## src/rtl/ps2_key_ctrl.sv

```systemverilog
// rtl/ps2_key_ctrl.sv - PS/2 set-2 scan-code reader/decoder with held-key tracking.
// Optional build macro: PS2_TYPEMATIC_FILTER_EN (suppress repeated extended makes of held keys).
module ps2_key_ctrl #(
    parameter int unsigned TIMEOUT_CYC = 2500000,
    parameter logic [7:0]  KEY_LEFT    = 8'h6B,
    parameter logic [7:0]  KEY_RIGHT   = 8'h74,
    parameter logic [7:0]  KEY_DOWN    = 8'h72,
    parameter logic [7:0]  KEY_ROT     = 8'h75
) (
    input  logic       clk,
    input  logic       rst,
    input  logic       fifo_empty,
    input  logic [7:0] fifo_data,
    output logic       fifo_rd,
    output logic [7:0] key_code,
    output logic       key_ext,
    output logic       key_break,
    output logic       key_valid,
    output logic [3:0] keys_held,
    output logic       err_timeout
);

    typedef enum logic {RD_IDLE = 1'b0, RD_POP = 1'b1} rd_state_t;
    typedef enum logic [1:0] {DEC_IDLE, DEC_E0, DEC_F0, DEC_E0F0} dec_state_t;

    localparam logic [21:0] TMO_LAST = 22'(TIMEOUT_CYC - 1);

    rd_state_t  rd_state, rd_next;
    dec_state_t dec_state, dec_next;
    logic [7:0]  byte_r;
    logic [21:0] tmo_cnt;
    logic        emit, emit_ext, emit_brk, emit_ok, tmo_hit;
    logic        held_hit, track;
    logic [1:0]  held_idx;

    function automatic logic is_noise(input logic [7:0] b);
        return (b == 8'hAA) || (b == 8'hFA) || (b == 8'hFE) || (b == 8'hEE) ||
               (b == 8'h00) || (b == 8'hFF) || (b == 8'hE1);
    endfunction

    function automatic logic is_fake_shift(input logic [7:0] b);
        return (b == 8'h12) || (b == 8'h59);
    endfunction

    // The RD_POP state is the pop strobe itself, so it can never repeat back to back.
    always_comb begin
        rd_next = RD_IDLE;
        if (rd_state == RD_IDLE && !fifo_empty)
            rd_next = RD_POP;
    end

    assign fifo_rd = (rd_state == RD_POP);

    always_comb begin
        dec_next = dec_state;
        emit     = 1'b0;
        emit_ext = 1'b0;
        emit_brk = 1'b0;
        tmo_hit  = 1'b0;
        if (rd_state == RD_POP) begin
            case (dec_state)
                DEC_IDLE: begin
                    if (byte_r == 8'hE0)      dec_next = DEC_E0;
                    else if (byte_r == 8'hF0) dec_next = DEC_F0;
                    else if (!is_noise(byte_r)) emit = 1'b1;
                end
                DEC_E0: begin
                    if (byte_r == 8'hF0) begin
                        dec_next = DEC_E0F0;
                    end else if (byte_r != 8'hE0) begin
                        dec_next = DEC_IDLE;
                        emit     = !is_fake_shift(byte_r);
                        emit_ext = 1'b1;
                    end
                end
                DEC_F0: begin
                    dec_next = DEC_IDLE;
                    emit     = 1'b1;
                    emit_brk = 1'b1;
                end
                default: begin
                    dec_next = DEC_IDLE;
                    emit     = !is_fake_shift(byte_r);
                    emit_ext = 1'b1;
                    emit_brk = 1'b1;
                end
            endcase
        end else if (dec_state != DEC_IDLE && tmo_cnt == TMO_LAST) begin
            dec_next = DEC_IDLE;
            tmo_hit  = 1'b1;
        end
    end

    always_comb begin
        held_hit = 1'b1;
        held_idx = 2'd0;
        if (byte_r == KEY_LEFT)       held_idx = 2'd0;
        else if (byte_r == KEY_RIGHT) held_idx = 2'd1;
        else if (byte_r == KEY_DOWN)  held_idx = 2'd2;
        else if (byte_r == KEY_ROT)   held_idx = 2'd3;
        else                          held_hit = 1'b0;
        track   = emit && emit_ext && held_hit;
`ifdef PS2_TYPEMATIC_FILTER_EN
        emit_ok = emit && !(track && !emit_brk && keys_held[held_idx]);
`else
        emit_ok = emit;
`endif
    end

    always_ff @(posedge clk) begin
        if (rst) begin
            rd_state    <= RD_IDLE;
            dec_state   <= DEC_IDLE;
            byte_r      <= 8'h00;
            tmo_cnt     <= 22'd0;
            key_code    <= 8'h00;
            key_ext     <= 1'b0;
            key_break   <= 1'b0;
            key_valid   <= 1'b0;
            keys_held   <= 4'b0000;
            err_timeout <= 1'b0;
        end else begin
            rd_state  <= rd_next;
            dec_state <= dec_next;
            if (rd_state == RD_IDLE && !fifo_empty)
                byte_r <= fifo_data;
            if (dec_next != dec_state || dec_state == DEC_IDLE)
                tmo_cnt <= 22'd0;
            else
                tmo_cnt <= tmo_cnt + 22'd1;
            key_valid   <= emit_ok;
            err_timeout <= tmo_hit;
            if (emit_ok) begin
                key_code  <= byte_r;
                key_ext   <= emit_ext;
                key_break <= emit_brk;
            end
            if (track)
                keys_held[held_idx] <= !emit_brk;
        end
    end

endmodule

```

## config.mk

```make
export PLATFORM = sky130hd
export DESIGN_NAME = ps2_key_ctrl
export DESIGN_NICKNAME = d
export VERILOG_FILES = /design/src/rtl/ps2_key_ctrl.sv
export SDC_FILE = /design/constraint.sdc
export NUM_CORES = 1
export LEC_CHECK = 0
export ABC_AREA = 1
export CELL_PAD_IN_SITES_DETAIL_PLACEMENT = 0
export CELL_PAD_IN_SITES_GLOBAL_PLACEMENT = 1
export CORE_MARGIN = 3
export CORE_UTILIZATION = 40
export CTS_CLUSTER_SIZE = 25
export DETAILED_ROUTE_END_ITERATION = 8
export PLACE_DENSITY_LB_ADDON = 0.05
export SLEW_MARGIN = 20
export SYNTH_ARGS = -nofsm -noshare
export SYNTH_HDL_FRONTEND = slang
export SYNTH_SLANG_ARGS = --single-unit
```

## constraint.sdc

```tcl
create_clock -name clk -period 2.7 [get_ports clk]
set_input_delay 0.54 -clock clk [delete_from_list [all_inputs] [get_ports clk]]
set_output_delay 0.54 -clock clk [all_outputs]
set_load 0.005 [all_outputs]
```

* Yosys cells after proc, flatten, opt, wreduce, memory -nomap -nowiden
Index checks and enable logic that the tools add are counted.
Storage, ports and cells: input port bits 11, register bits 49, output and inout port bits 17, logic and storage cells 89
Cells by class: equal/unequal tests 19, reductions and logical operators 23, magnitude comparators 2, $add $sub $neg 1, multiplexer cells 33, bitwise gates (word level) 1
Operators with widths (number):
- 8-bit == test, second input constant | 8
- 8-bit by 7-bit == test with 1-bit output, second input constant | 5
- 22-bit by 1-bit adder with 22-bit output, second input constant | 1
- 22-bit == test, second input constant | 1
- 2-bit two-way mux | 10
- 1-bit two-way mux | 18
- 8-bit by 5-bit == test with 1-bit output, second input constant | 1
- 8-bit zero test | 1
- 1-bit logical OR | 8
- 8-bit inequality test, second input constant | 1
- 2-bit OR reduction | 4
- 1-bit logical AND | 5
- 4-bit bitwise mux | 1
- 2-bit case mux with 2 select lines | 1
- 1-bit zero test | 3
- 2-bit by 3-bit < comparator with 1-bit output, second input constant | 1
- 1-bit case mux with 3 select lines | 1
- 1-bit demux with 2-bit select | 1
- 2-bit by 1-bit == test with 1-bit output, second input constant | 1
- 2-bit == test, second input constant | 1
- 2-bit by 1-bit >= comparator with 1-bit output, second input constant | 1
- 2-bit zero test | 1
- 2-bit inequality test | 1
- 1-bit case mux with 2 select lines | 1
- other kinds (2) | 2

* Logic depth before layout (Yosys ltp)
Gate-level depths: netlist (run 1).
word-level depth 14, mapped depth 13, depth with buffers taken out 13

* Worst setup path before layout (run 1)
OpenSTA, ideal clock, no wires.
path type register to register, start register tmo_cnt[0], end register tmo_cnt[16], period minus slack after synthesis 1.667 ns, data required time 2.585 ns, library setup time 0.115 ns, stages on the path, launching flop included 10, path slack 1.033 ns, arrival 1.552 ns, path through dfxtp_1 -> ha_1 -> nand3_2 -> nor2_4 -> nand4_2 -> or2_4 -> nor2_2 -> nand3_1 -> xor2_1 -> nor2_2
On the way: word-level cells in the longest chain between the ends 7
Ends and longest elaborated chain:
- start, declared | line 31 | logic [21:0] tmo_cnt;
- start signal, assigned | line 130 | tmo_cnt <= tmo_cnt + 22'd1;
- 22-bit == test | line 88 | end else if (dec_state != DEC_IDLE && tmo_cnt == TMO_LAST) begin
- 1-bit logical AND | line 88
- 2-bit two-way mux | line 88
- 2-bit two-way mux | line 60 | if (rd_state == RD_POP) begin
- 2-bit inequality test | line 127 | if (dec_next != dec_state || dec_state == DEC_IDLE)
- 1-bit logical OR | line 127
- 2-bit OR reduction (no line)
Parallel ways exist; a longest one is shown, timed or not. A chain may end at the register's enable or synchronous reset.

* Final worst setup path (run 1)
start register rd_state, in the netlist fifo_rd, end output fifo_rd
RTL lines:
- start, declared | line 28 | rd_state_t rd_state, rd_next;
- start signal, assigned | line 123 | rd_state <= rd_next;
- end, declared | line 14 | output logic fifo_rd,
No word-level cell between the ends.

==> flow_metrics.tcl, run 1 <==
set metrics [dict create \
    status "finished, final reports clean" \
    fmax_mhz 521.0 \
    slowest_delay_ps 570 \
    synth_commonest_cells "nor2_1 (55), nand2_1 (52), dfxtp_1 (49)" \
    async_flop_share_pct 0 \
    drt-pass1-iter-count 4 \
    port_buffers 27 \
    ctsHoldBuffers 0 \
    r2r_start "tmo_cnt[0]$_SDFF_PP0_" \
    layout-drive-gt1-share_pct 16.53 \
    crit_cells 1 \
    area_growth_pct 14.69 \
    seq_area_frac_synth_pct 38.53 \
    postCtsSetupRepairBufs 0 \
    syn-cell-area_mm2 0.002546 \
    finalWorstSetupSlack_ps 780.5 \
    fin_crit_sh_pct 71.09 \
    max_slew_margin_pct 66.10 \
    wl_per_cell_um 11.74 \
    critPathLaunch "fifo_rd$_SDFF_PP0_" \
    finalMaxSlewViolations 0 \
    yosysMostFrequentCell "nor2_1" \
    globalplace.congestion 0.7754 \
    post-dp-hpwl_um 3957 \
    critPathKind "flip-flop to primary output" \
    worstPathMaxFanout 8 \
    synth_cell_types 34 \
    htreeDepth 2 \
    cpMaxStageDelayCell "clkdlybuf4s50_1" \
    finalHoldViolCount 0 \
    vias 2071 \
    crit_required_ps 2160 \
    path_buf_inv 1 \
    yosysTopAreaCell "dfxtp_1" \
    powerDensity_mw_per_mm2 459.7 \
    grt_pass1_vias 2081 \
    final_cells 438 \
    crit_family "buffers and inverters" \
    yosysTopAreaCellShare_pct 38.53 \
    synth-seq-cells 49 \
    cts_tree "built" \
    num_rows 28 \
    dieHeight_um 85.79 \
    io_pins 28 \
    cp.arrival_ps 1380 \
    core_mm2 0.006026 \
    nets 374 \
    dp_slack_ps 705.0 \
    syn_inst 336 \
    path_cells "clkdlybuf4s50_1" \
    dieArea_mm2 0.007359 \
    rr_worst_depth 9 \
    n_antenna_cell 0 \
    grt.overflow.total 0 \
    endpoint_kind "primary output" \
    synth_warnings 0 \
    tightestPinTransition_ps 507.9 \
    cts_buffers 5 \
    cap_violations 0 \
    rsz0062_at_grt "no" \
    clock_path_buffers 2 \
    cts_resized 0 \
    drt-initial-drc-count 64 \
    finalSetupViolCount 0 \
    finalSetupTns_ps 0 \
    ff2ff_setup_slack_ps 820 \
    endpoint "fifo_rd" \
    yosys-top-cells-area "dfxtp_1 (39%), nor2_1 (8.1%), nand2_1 (7.7%)" \
    viasPerCell 4.728 \
    clock_latency_ps 300 \
    grt_max_degree 23 \
    hp-class "flip-flop to flip-flop" \
    syn_area_per_cell_um2 7.578 \
    clockRootBuffer "clkbuf_8" \
    leakage_nw 1.013 \
    fin_skew_ps 10.43 \
    max-vdd-ir-drop_v 0.0002069 \
    drc 0 \
    syn-num-nets 348 \
    grt_pass1_wl_um 9246 \
    synth_ff_type "dfxtp_1" \
    synth-edff-count 0 \
    grt_use_total_pct 15.60 \
    start_util_pct 42.25 \
    ant_nets 0 \
    startpoint_type "flip-flop" \
    clk_pin_slew_ps 80 \
    min_period_ps 1919 \
    antenna_found_initial 0 \
    drt-total-wl_um 5144 \
    rr_endpoint "tmo_cnt[16]$_SDFF_PP0_" \
    die_w_um 85.79 \
    post-place-cells 430 \
    clock_sinks 49 \
]
-- per-layer routing --
layer / up-vias / track usage (%) / wire [um]
met5: - / 0 / 0
met4: 0 / 5.899 / 91
met3: 9 / 3.266 / 147
met2: 24 / 28.32 / 2537
met1: 928 / 17.84 / 2367
li1: 1110 / - / -
-- per-stage QoR --
stage	total power (W)	util (%)	hold slack, ps	instance area, um2
2_1_floorplan	0.0008749	-	427.4	2546
3_3_place_gp	0.0009271	47.03	439.3	2834
3_5_place_dp	0.0009274	47.03	445.5	2834
4_1_cts	0.001373	48.46	478.9	2920
5_1_grt	0.001414	48.46	493.9	2920
6_report	0.001343	48.46	472.6	2920
-- where the power goes --
part	total (W)	switching, W	internal (W)
clock network	0.000434	0.000249	0.000185
registers	0.000765	0.0000213	0.000744
logic	0.000144	0.0000802	0.0000633
-- sequential cells by signal, summed over array words and instances, names as in the netlist --
name / cells
tmo_cnt: 22
key_break: 1
key_code: 8
byte_r: 8
fifo_rd: 1
keys_held: 4
dec_state: 2
key_valid: 1
err_timeout: 1
key_ext: 1
-- worst min path at each step --
stage,start,endpoint,cells after the start
global placement,tmo_cnt[0]$_SDFF_PP0_,tmo_cnt[0]$_SDFF_PP0_,1
detailed placement,tmo_cnt[0]$_SDFF_PP0_,tmo_cnt[0]$_SDFF_PP0_,1
global route,tmo_cnt[0]$_SDFF_PP0_,tmo_cnt[0]$_SDFF_PP0_,1
floorplan,tmo_cnt[0]$_SDFF_PP0_,tmo_cnt[0]$_SDFF_PP0_,1
CTS,tmo_cnt[0]$_SDFF_PP0_,tmo_cnt[0]$_SDFF_PP0_,1
finish,key_ext$_SDFFE_PP0P_,key_ext$_SDFFE_PP0P_,2
-- area by class of cell --
class,count,area (um2)
inverter,40,157.7
timing repair buffer,27,270.3
clock inverter,2,13.76
tap,75,93.84
sequential,49,980.9
multi-input combinational,239,1331
clock buffer,6,72.57
fill,659,3105
-- cell usage in the layout, fill, tap and decap left out --
cell / netlist / routed
or2_4: 1 / 1
clkbuf_1: 3 / 1
nand4_2: 1 / 1
nor2_4: 6 / 6
nand3_1: 13 / 13
or2_2: 1 / 1
clkbuf_8: 0 / 5
nor3_1: 12 / 12
xor2_1: 17 / 17
ha_1: 1 / 1
inv_1: 35 / 35
nand2_1: 52 / 52
o21ai_1: 2 / 2
clkdlybuf4s50_1: 0 / 27
nand4_1: 7 / 7
dfxtp_1: 49 / 49
nand3b_1: 1 / 1
o21ai_0: 16 / 16
o21ai_2: 1 / 1
inv_2: 4 / 4
o21bai_1: 1 / 1
nor3_2: 2 / 2
nor2_2: 19 / 19
a21oi_1: 11 / 11
nand3_2: 3 / 3
clkinv_2: 0 / 1
inv_6: 0 / 1
nor2_1: 55 / 55
nand2_2: 4 / 4
xnor2_1: 2 / 2
a21oi_2: 5 / 5
nand2_8: 1 / 1
nor2_8: 1 / 1
nor4_1: 1 / 1
nand2_4: 3 / 3
inv_8: 1 / 1
-- cell families after synthesis --
group	count (synthesis)	synth area share [%]
DFF	49	38.53
buffers and inverters	48	9.189
xor gates and xnor gates	19	6.536
and+or+nand+nor	183	37.20
adders and majority gates	1	0.4913
AOI/OAI and AO/OA	36	8.059
(Power assumes the default switching activity.)
==> inputs of run 2 (changes only) <==
--- a/config.mk
+++ b/config.mk
@@ -9,7 +9,7 @@
 export CELL_PAD_IN_SITES_DETAIL_PLACEMENT = 0
 export CELL_PAD_IN_SITES_GLOBAL_PLACEMENT = 1
 export CORE_MARGIN = 3
-export CORE_UTILIZATION = 40
+export CORE_UTILIZATION = 37
 export CTS_CLUSTER_SIZE = 25
 export DETAILED_ROUTE_END_ITERATION = 8
 export PLACE_DENSITY_LB_ADDON = 0.05
==> constraint.sdc (replaced) <==
create_clock -name clk -period 1.7 [get_ports clk]
set_input_delay 0.34 -clock clk [delete_from_list [all_inputs] [get_ports clk]]
set_output_delay 0.34 -clock clk [all_outputs]
set_load 0.005 [all_outputs]
==> run 2 against run 1 <==
Hold slack better by 31 ps; highest routed layer unchanged; critical path depth is 8 higher; register-to-register slack worse by 780 ps; die area is 7.5% higher; cell area is 21% higher; critical endpoint is now tmo_cnt[16]$_SDFF_PP0_; routed wire length is 16% higher; clock power is 72% higher; first-iteration DRC count is 27% lower; non-clock buffer count is 41 higher; utilization is 6.0 points higher; sequential power is 59% higher.
==> flow_metrics.tcl, run 2 (synthesis gave the netlist of run 1 again) <==
set metrics [dict create \
    cts_tree "built" \
    powerDensity_mw_per_mm2 635.4 \
    grt_pass1_vias 2124 \
    use_met3_pct 3.226 \
    max_slew_margin_pct 61.45 \
    clock_path_buffers 2 \
    wl_per_cell_um 12.45 \
    critPathKind "flip-flop to flip-flop" \
    layout_commonest_cell "nand2_1" \
    hold_slack_ps 504.0 \
    clock_latency_ps 300 \
    core_mm2 0.006495 \
    finalSetupTns_ps 0 \
    vias 2217 \
    cp.arrival_ps 1860 \
    drt-pass1-iter-count 4 \
    worstHoldStart "key_code[1]$_SDFFE_PP0P_" \
    largest_reg_flops 22 \
    ant_nets 0 \
    ctsHoldBuffers 0 \
    dieArea_mm2 0.007913 \
    start_util_pct 39.20 \
    max-vdd-ir-drop_v 0.0002547 \
    endpoint_kind "flip-flop" \
    grt-busiest-layer "met2" \
    hold_path_end "key_code[1]$_SDFFE_PP0P_" \
    status "finished, final reports clean" \
    place_area_mm2 0.003064 \
    rr_endpoint "tmo_cnt[16]$_SDFF_PP0_" \
    grt_use_met2_pct 28.81 \
    htreeDepth 2 \
    dieHeight_um 88.96 \
    drt-total-wl_um 5988 \
    fin_skew_ps 8.715 \
    finalHoldViolCount 0 \
    worst_hold_path.num_cells 2 \
    grt_max_degree 21 \
    drc 0 \
    grt.overflow.total 0 \
    tightestPinTransition_ps 577.6 \
    grt_use_total_pct 15.52 \
    globalplace.congestion 0.8654 \
    rsz0062_at_grt "yes" \
    crit_required_ps 1910 \
    cts_buffers 5 \
    clockRootBuffer "clkbuf_8" \
    clock_sinks 49 \
    worstPathMaxFanout 3 \
    n_antenna_cell 0 \
    largestRegisters "tmo_cnt (22), byte_r (8), key_code (8)" \
    num_rows 29 \
    final_cell_area_mm2 0.003535 \
    met1_usage_pct 17.77 \
    post-dp-hpwl_um 4295 \
    io_pins 28 \
    fmax_mhz 602.7 \
    port_buffers 27 \
    r2r_start "tmo_cnt[1]$_SDFF_PP0_" \
    fin_crit_sh_pct 97.61 \
    cap_violations 0 \
    area_growth_pct 38.82 \
    nets 415 \
    clk_pin_slew_ps 90 \
    grt_pass1_wl_um 9556 \
    antenna_found_initial 0 \
    fin_util_pct 54.42 \
    ff2ff_setup_slack_ps 40 \
    die_w_um 88.96 \
    finalMaxSlewViolations 0 \
    finalSetupViolCount 0 \
    slowest_delay_ps 380 \
    cpMaxStageDelayCell "dfxtp_4" \
    rr_worst_depth 9 \
    min_period_ps 1659 \
    path_cells "ha_4 -> nand3_2 -> nor2_4 -> nand4_2 -> or2_4 -> nor2_4 -> nand3_1 -> xor2_1 -> nor2_2" \
    leakage_nw 1.313 \
    layout-drive-gt1-share_pct 38.12 \
    startpoint_type "flip-flop" \
    crit_path_frequent_cell "nor2_4" \
    viasPerCell 4.609 \
    final_cell_mix "nand2_1 (46), nor2_1 (43), buf_4 (38)" \
    regMostFlops "tmo_cnt" \
    hp-class "flip-flop to flip-flop" \
    drt-initial-drc-count 47 \
]
-- run 2: cell types whose count changed in the layout (fill, tap and decap cells not counted), moves of 3 or more --
cell,previous run,this run
nand3_2,3,8
buf_4,0,38
nand2_1,52,46
dfxtp_2,0,9
inv_1,35,31
o21ai_0,16,13
nor2_1,55,43
nor2_4,6,16
nand2_4,3,6
o21ai_1,2,5
nand3_1,13,7
nand2_2,4,7
dfxtp_1,49,33
dfxtp_4,0,7
-- run 2: metal layers --
metal | wire, um | up-vias
li1 | - | 1194
met1 | 2621 | 996
met2 | 3158 | 20
met3 | 138 | 7
met4 | 70 | 0
met5 | 0 | -
-- run 2: what timing repair did --
item | 4_1_cts | 5_1_grt
setup buffers | 4 | 9
endpoints found under the setup margin | 23 | 37
gates resized for setup | 6 | 74
pin swaps | 1 | 20
gates cloned | 0 | 1
-- run 2: how the worst max path moves through the flow --
stage	start	to	slack, ps	cells past startpoint
4_1_cts	byte_r[5]$_SDFFE_PP0P_	key_code[7]$_SDFFE_PP0P_	6	11
5_1_grt	byte_r[4]$_SDFFE_PP0P_	tmo_cnt[4]$_SDFF_PP0_	-80	12
2_1_floorplan	tmo_cnt[0]$_SDFF_PP0_	tmo_cnt[16]$_SDFF_PP0_	30	9
3_3_place_gp	tmo_cnt[0]$_SDFF_PP0_	tmo_cnt[8]$_SDFF_PP0_	-10	9
6_report	tmo_cnt[1]$_SDFF_PP0_	tmo_cnt[16]$_SDFF_PP0_	40	9
3_5_place_dp	tmo_cnt[0]$_SDFF_PP0_	tmo_cnt[12]$_SDFF_PP0_	-30	9
-- run 2: report_power, final --
part | switching, W | leakage (nW) | total (W) | internal (W)
Clock | 0.000410 | 0.0478 | 0.000745 | 0.000336
Sequential | 0.0000407 | 0.407 | 0.00122 | 0.00118
Combinational | 0.000143 | 0.858 | 0.000280 | 0.000137
Total | 0.000594 | 1.31 | 0.00225 | 0.00165
-- run 2: area by class of cell --
class,instances,area (um2)
clock inverter,2,16.27
timing repair buffer,68,620.6
inverter,40,162.7
multi-input combinational,239,1538
fill,640,2960
tap,77,96.34
sequential,49,1018
clock buffer,6,82.58
-- run 2: metrics by stage --
stage | instances | total power [W] | setup slack, ps
finish | 481 | 0.002246 | 40.66
global placement | 459 | 0.001490 | -10.90
detailed placement | 459 | 0.001491 | -26.65
floorplan | 336 | 0.001390 | 32.83
CTS | 471 | 0.002243 | 5.826
global route | 481 | 0.002365 | -78.26
-- run 2: worst max-delay path, delay by kind of cell (launching register included) --
| family | cells | cell delay, ps |
|---|---|---|
| XOR/XNOR | 1 | 180 |
| adder cells (fa/ha/maj) | 1 | 150 |
| AND/OR/NAND/NOR | 7 | 860 |
| flip-flops | 1 | 380 |
==> inputs of run 3 (changes only) <==
--- a/config.mk
+++ b/config.mk
@@ -7,9 +7,9 @@
 export LEC_CHECK = 0
 export ABC_AREA = 1
 export CELL_PAD_IN_SITES_DETAIL_PLACEMENT = 0
-export CELL_PAD_IN_SITES_GLOBAL_PLACEMENT = 1
+export CELL_PAD_IN_SITES_GLOBAL_PLACEMENT = 2
 export CORE_MARGIN = 3
-export CORE_UTILIZATION = 37
+export CORE_UTILIZATION = 29
 export CTS_CLUSTER_SIZE = 25
 export DETAILED_ROUTE_END_ITERATION = 8
 export PLACE_DENSITY_LB_ADDON = 0.05
==> run 3 against run 2 <==
Largest power group unchanged; first-iteration DRC count increased by 30%; critical path type unchanged; critical endpoint is now tmo_cnt[14]$_SDFF_PP0_; routed wire length increased by 4.9%; sequential power about the same; fmax about the same; register-to-register slack about the same; clock-buffer cell count increased by 1; flip-flop and latch count unchanged; sequential share of layout area decreased by 0.084 points.
==> flow_metrics.tcl, run 3 (synthesis gave the netlist of run 1 again) <==
set metrics [dict create \
    regMostFlops "tmo_cnt" \
    finalMaxSlewViolations 0 \
    slowest_delay_ps 360 \
    final_cells 517 \
    dieHeight_um 99.70 \
    clk_pin_slew_ps 100 \
    wl_per_cell_um 12.15 \
    clockRootBuffer "clkbuf_8" \
    grt_pass1_wl_um 10700 \
    place_area_mm2 0.003177 \
    clock_path_buffers 2 \
    drt-initial-drc-count 61 \
    post-dp-hpwl_um 4864 \
    max_slew_margin_pct 62.65 \
    finalHoldViolCount 0 \
    finalSetupViolCount 0 \
    final_cell_mix "nor2_1 (53), nand2_1 (49), buf_4 (44)" \
    max-vdd-ir-drop_v 0.0002658 \
    worst_hold_path.num_cells 2 \
    worstHoldStart "key_ext$_SDFFE_PP0P_" \
    drc 0 \
    layout_commonest_cell "nor2_1" \
    cap_violations 0 \
    status "finished, final reports clean" \
    ctsHoldBuffers 0 \
    crit_path_frequent_cell "nor2_4" \
    powerDensity_mw_per_mm2 634.8 \
    dieArea_mm2 0.009940 \
    port_buffers 27 \
    filler_cell_count 891 \
    core_mm2 0.008382 \
    htreeDepth 2 \
    largest_reg_flops 22 \
    grt_pass1_vias 2237 \
    min_period_ps 1660 \
    start_util_pct 30.38 \
    path_cells "ha_4 -> nand3_4 -> nor2_4 -> nand4_2 -> or2_4 -> nor2_4 -> buf_4 -> xor2_1 -> inv_1 -> nor2_1" \
    clock_sinks 49 \
    tightestPinTransition_ps 559.6 \
    leakage_nw 1.330 \
    globalplace.congestion 0.7358 \
    rr_worst_depth 10 \
    n_antenna_cell 0 \
    fin_crit_sh_pct 97.63 \
    ff2ff_setup_slack_ps 40 \
    area_growth_pct 37.00 \
    ant_nets 0 \
    num_rows 33 \
    viasPerCell 4.331 \
    grt_max_degree 21 \
    path_buf_inv 2 \
    antenna_found_initial 0 \
    endpoint_kind "flip-flop" \
    drt-pass1-iter-count 4 \
    crit_required_ps 1940 \
    drt-total-wl_um 6284 \
    layout-drive-gt1-share_pct 32.52 \
    crit_family "simple AND/OR/NAND/NOR gates" \
    fin_skew_ps 5.774 \
    grt_use_total_pct 13.55 \
    io_pins 28 \
    cts_buffers 5 \
    cts_tree "built" \
    fmax_mhz 602.5 \
    post-place-cells 499 \
    hp-class "flip-flop to flip-flop" \
    grt.overflow.total 0 \
    worstPathMaxFanout 3 \
    largestRegisters "tmo_cnt (22), byte_r (8), key_code (8)" \
    vias 2239 \
    critPathKind "flip-flop to flip-flop" \
    rr_endpoint "tmo_cnt[14]$_SDFF_PP0_" \
    rsz0062_at_grt "yes" \
    nets 423 \
    r2r_start "tmo_cnt[0]$_SDFF_PP0_" \
    clock_latency_ps 300 \
    final_cell_area_mm2 0.003488 \
    hold_path_end "key_ext$_SDFFE_PP0P_" \
    cp.arrival_ps 1900 \
    startpoint_type "flip-flop" \
    die_w_um 99.70 \
    cpMaxStageDelayCell "dfxtp_2" \
]
## run 3: report_power, final
group | leakage [nW] | internal (W) | switching, W
Sequential | 0.403 | 0.00118 | 0.0000348
Combinational | 0.888 | 0.000151 | 0.000148
Clock | 0.0385 | 0.000293 | 0.000408
Total | 1.33 | 0.00162 | 0.000590
## run 3: worst min-delay path: cells and delay by family, from the launching register on
family             cells  cell delay (ps)
DFF                    1              320
and+or+nand+nor        1               60
AOI/OAI and AO/OA      1               50
## run 3: metrics by stage
stage | TNS, ps | utilization, % | hold WS, ps | power (W) | setup WS, ps
final | 0 | 41.62 | 466.8 | 0.002214 | 40.28
after global routing | -1291 | 41.62 | 511.6 | 0.002335 | -86.64
after CTS | -8.083 | 39.66 | 476.2 | 0.002237 | -8.083
after detailed placement | -1746 | 37.90 | 460.6 | 0.001520 | -97.46
after global placement | -1189 | 37.90 | 458.0 | 0.001519 | -64.48
after floorplan | 0 | - | 427.4 | 0.001390 | 32.83
## run 3: repair_timing
item	in CTS	in global routing
resized for setup	10	36
endpoints found under the hold margin	0	0
gates cloned	0	0
pin swaps	7	21
buffers inserted	3	7
setup endpoints to repair	23	34
## run 3: worst max-delay path by stage
stage,from,endpoint,slack (ps),cells past startpoint
after floorplan,tmo_cnt[0]$_SDFF_PP0_,tmo_cnt[16]$_SDFF_PP0_,30,9
after global placement,tmo_cnt[0]$_SDFF_PP0_,tmo_cnt[2]$_SDFF_PP0_,-60,9
after detailed placement,tmo_cnt[1]$_SDFF_PP0_,tmo_cnt[2]$_SDFF_PP0_,-100,9
after CTS,tmo_cnt[1]$_SDFF_PP0_,tmo_cnt[16]$_SDFF_PP0_,-8,9
after global routing,tmo_cnt[0]$_SDFF_PP0_,tmo_cnt[13]$_SDFF_PP0_,-90,9
final,tmo_cnt[0]$_SDFF_PP0_,tmo_cnt[14]$_SDFF_PP0_,40,10
## run 3: final cells by class
class	instances	area (um2)	area share [%]
clock buffers	7	76.32	2.188
clock inverters	1	7.507	0.2152
inverters	40	157.7	4.519
multi-input cells	239	1448	41.50
flip-flops and latches	49	1002	28.73
well taps	105	131.4	3.766
repair buffers	76	665.6	19.08
## run 3: layer usage
metal  track usage (%)  part of all wire (%)
met4             3.887                   1.2
met1             16.09                    44
met5                 0                     0
met3             2.384                   2.1
met2             24.73                    52
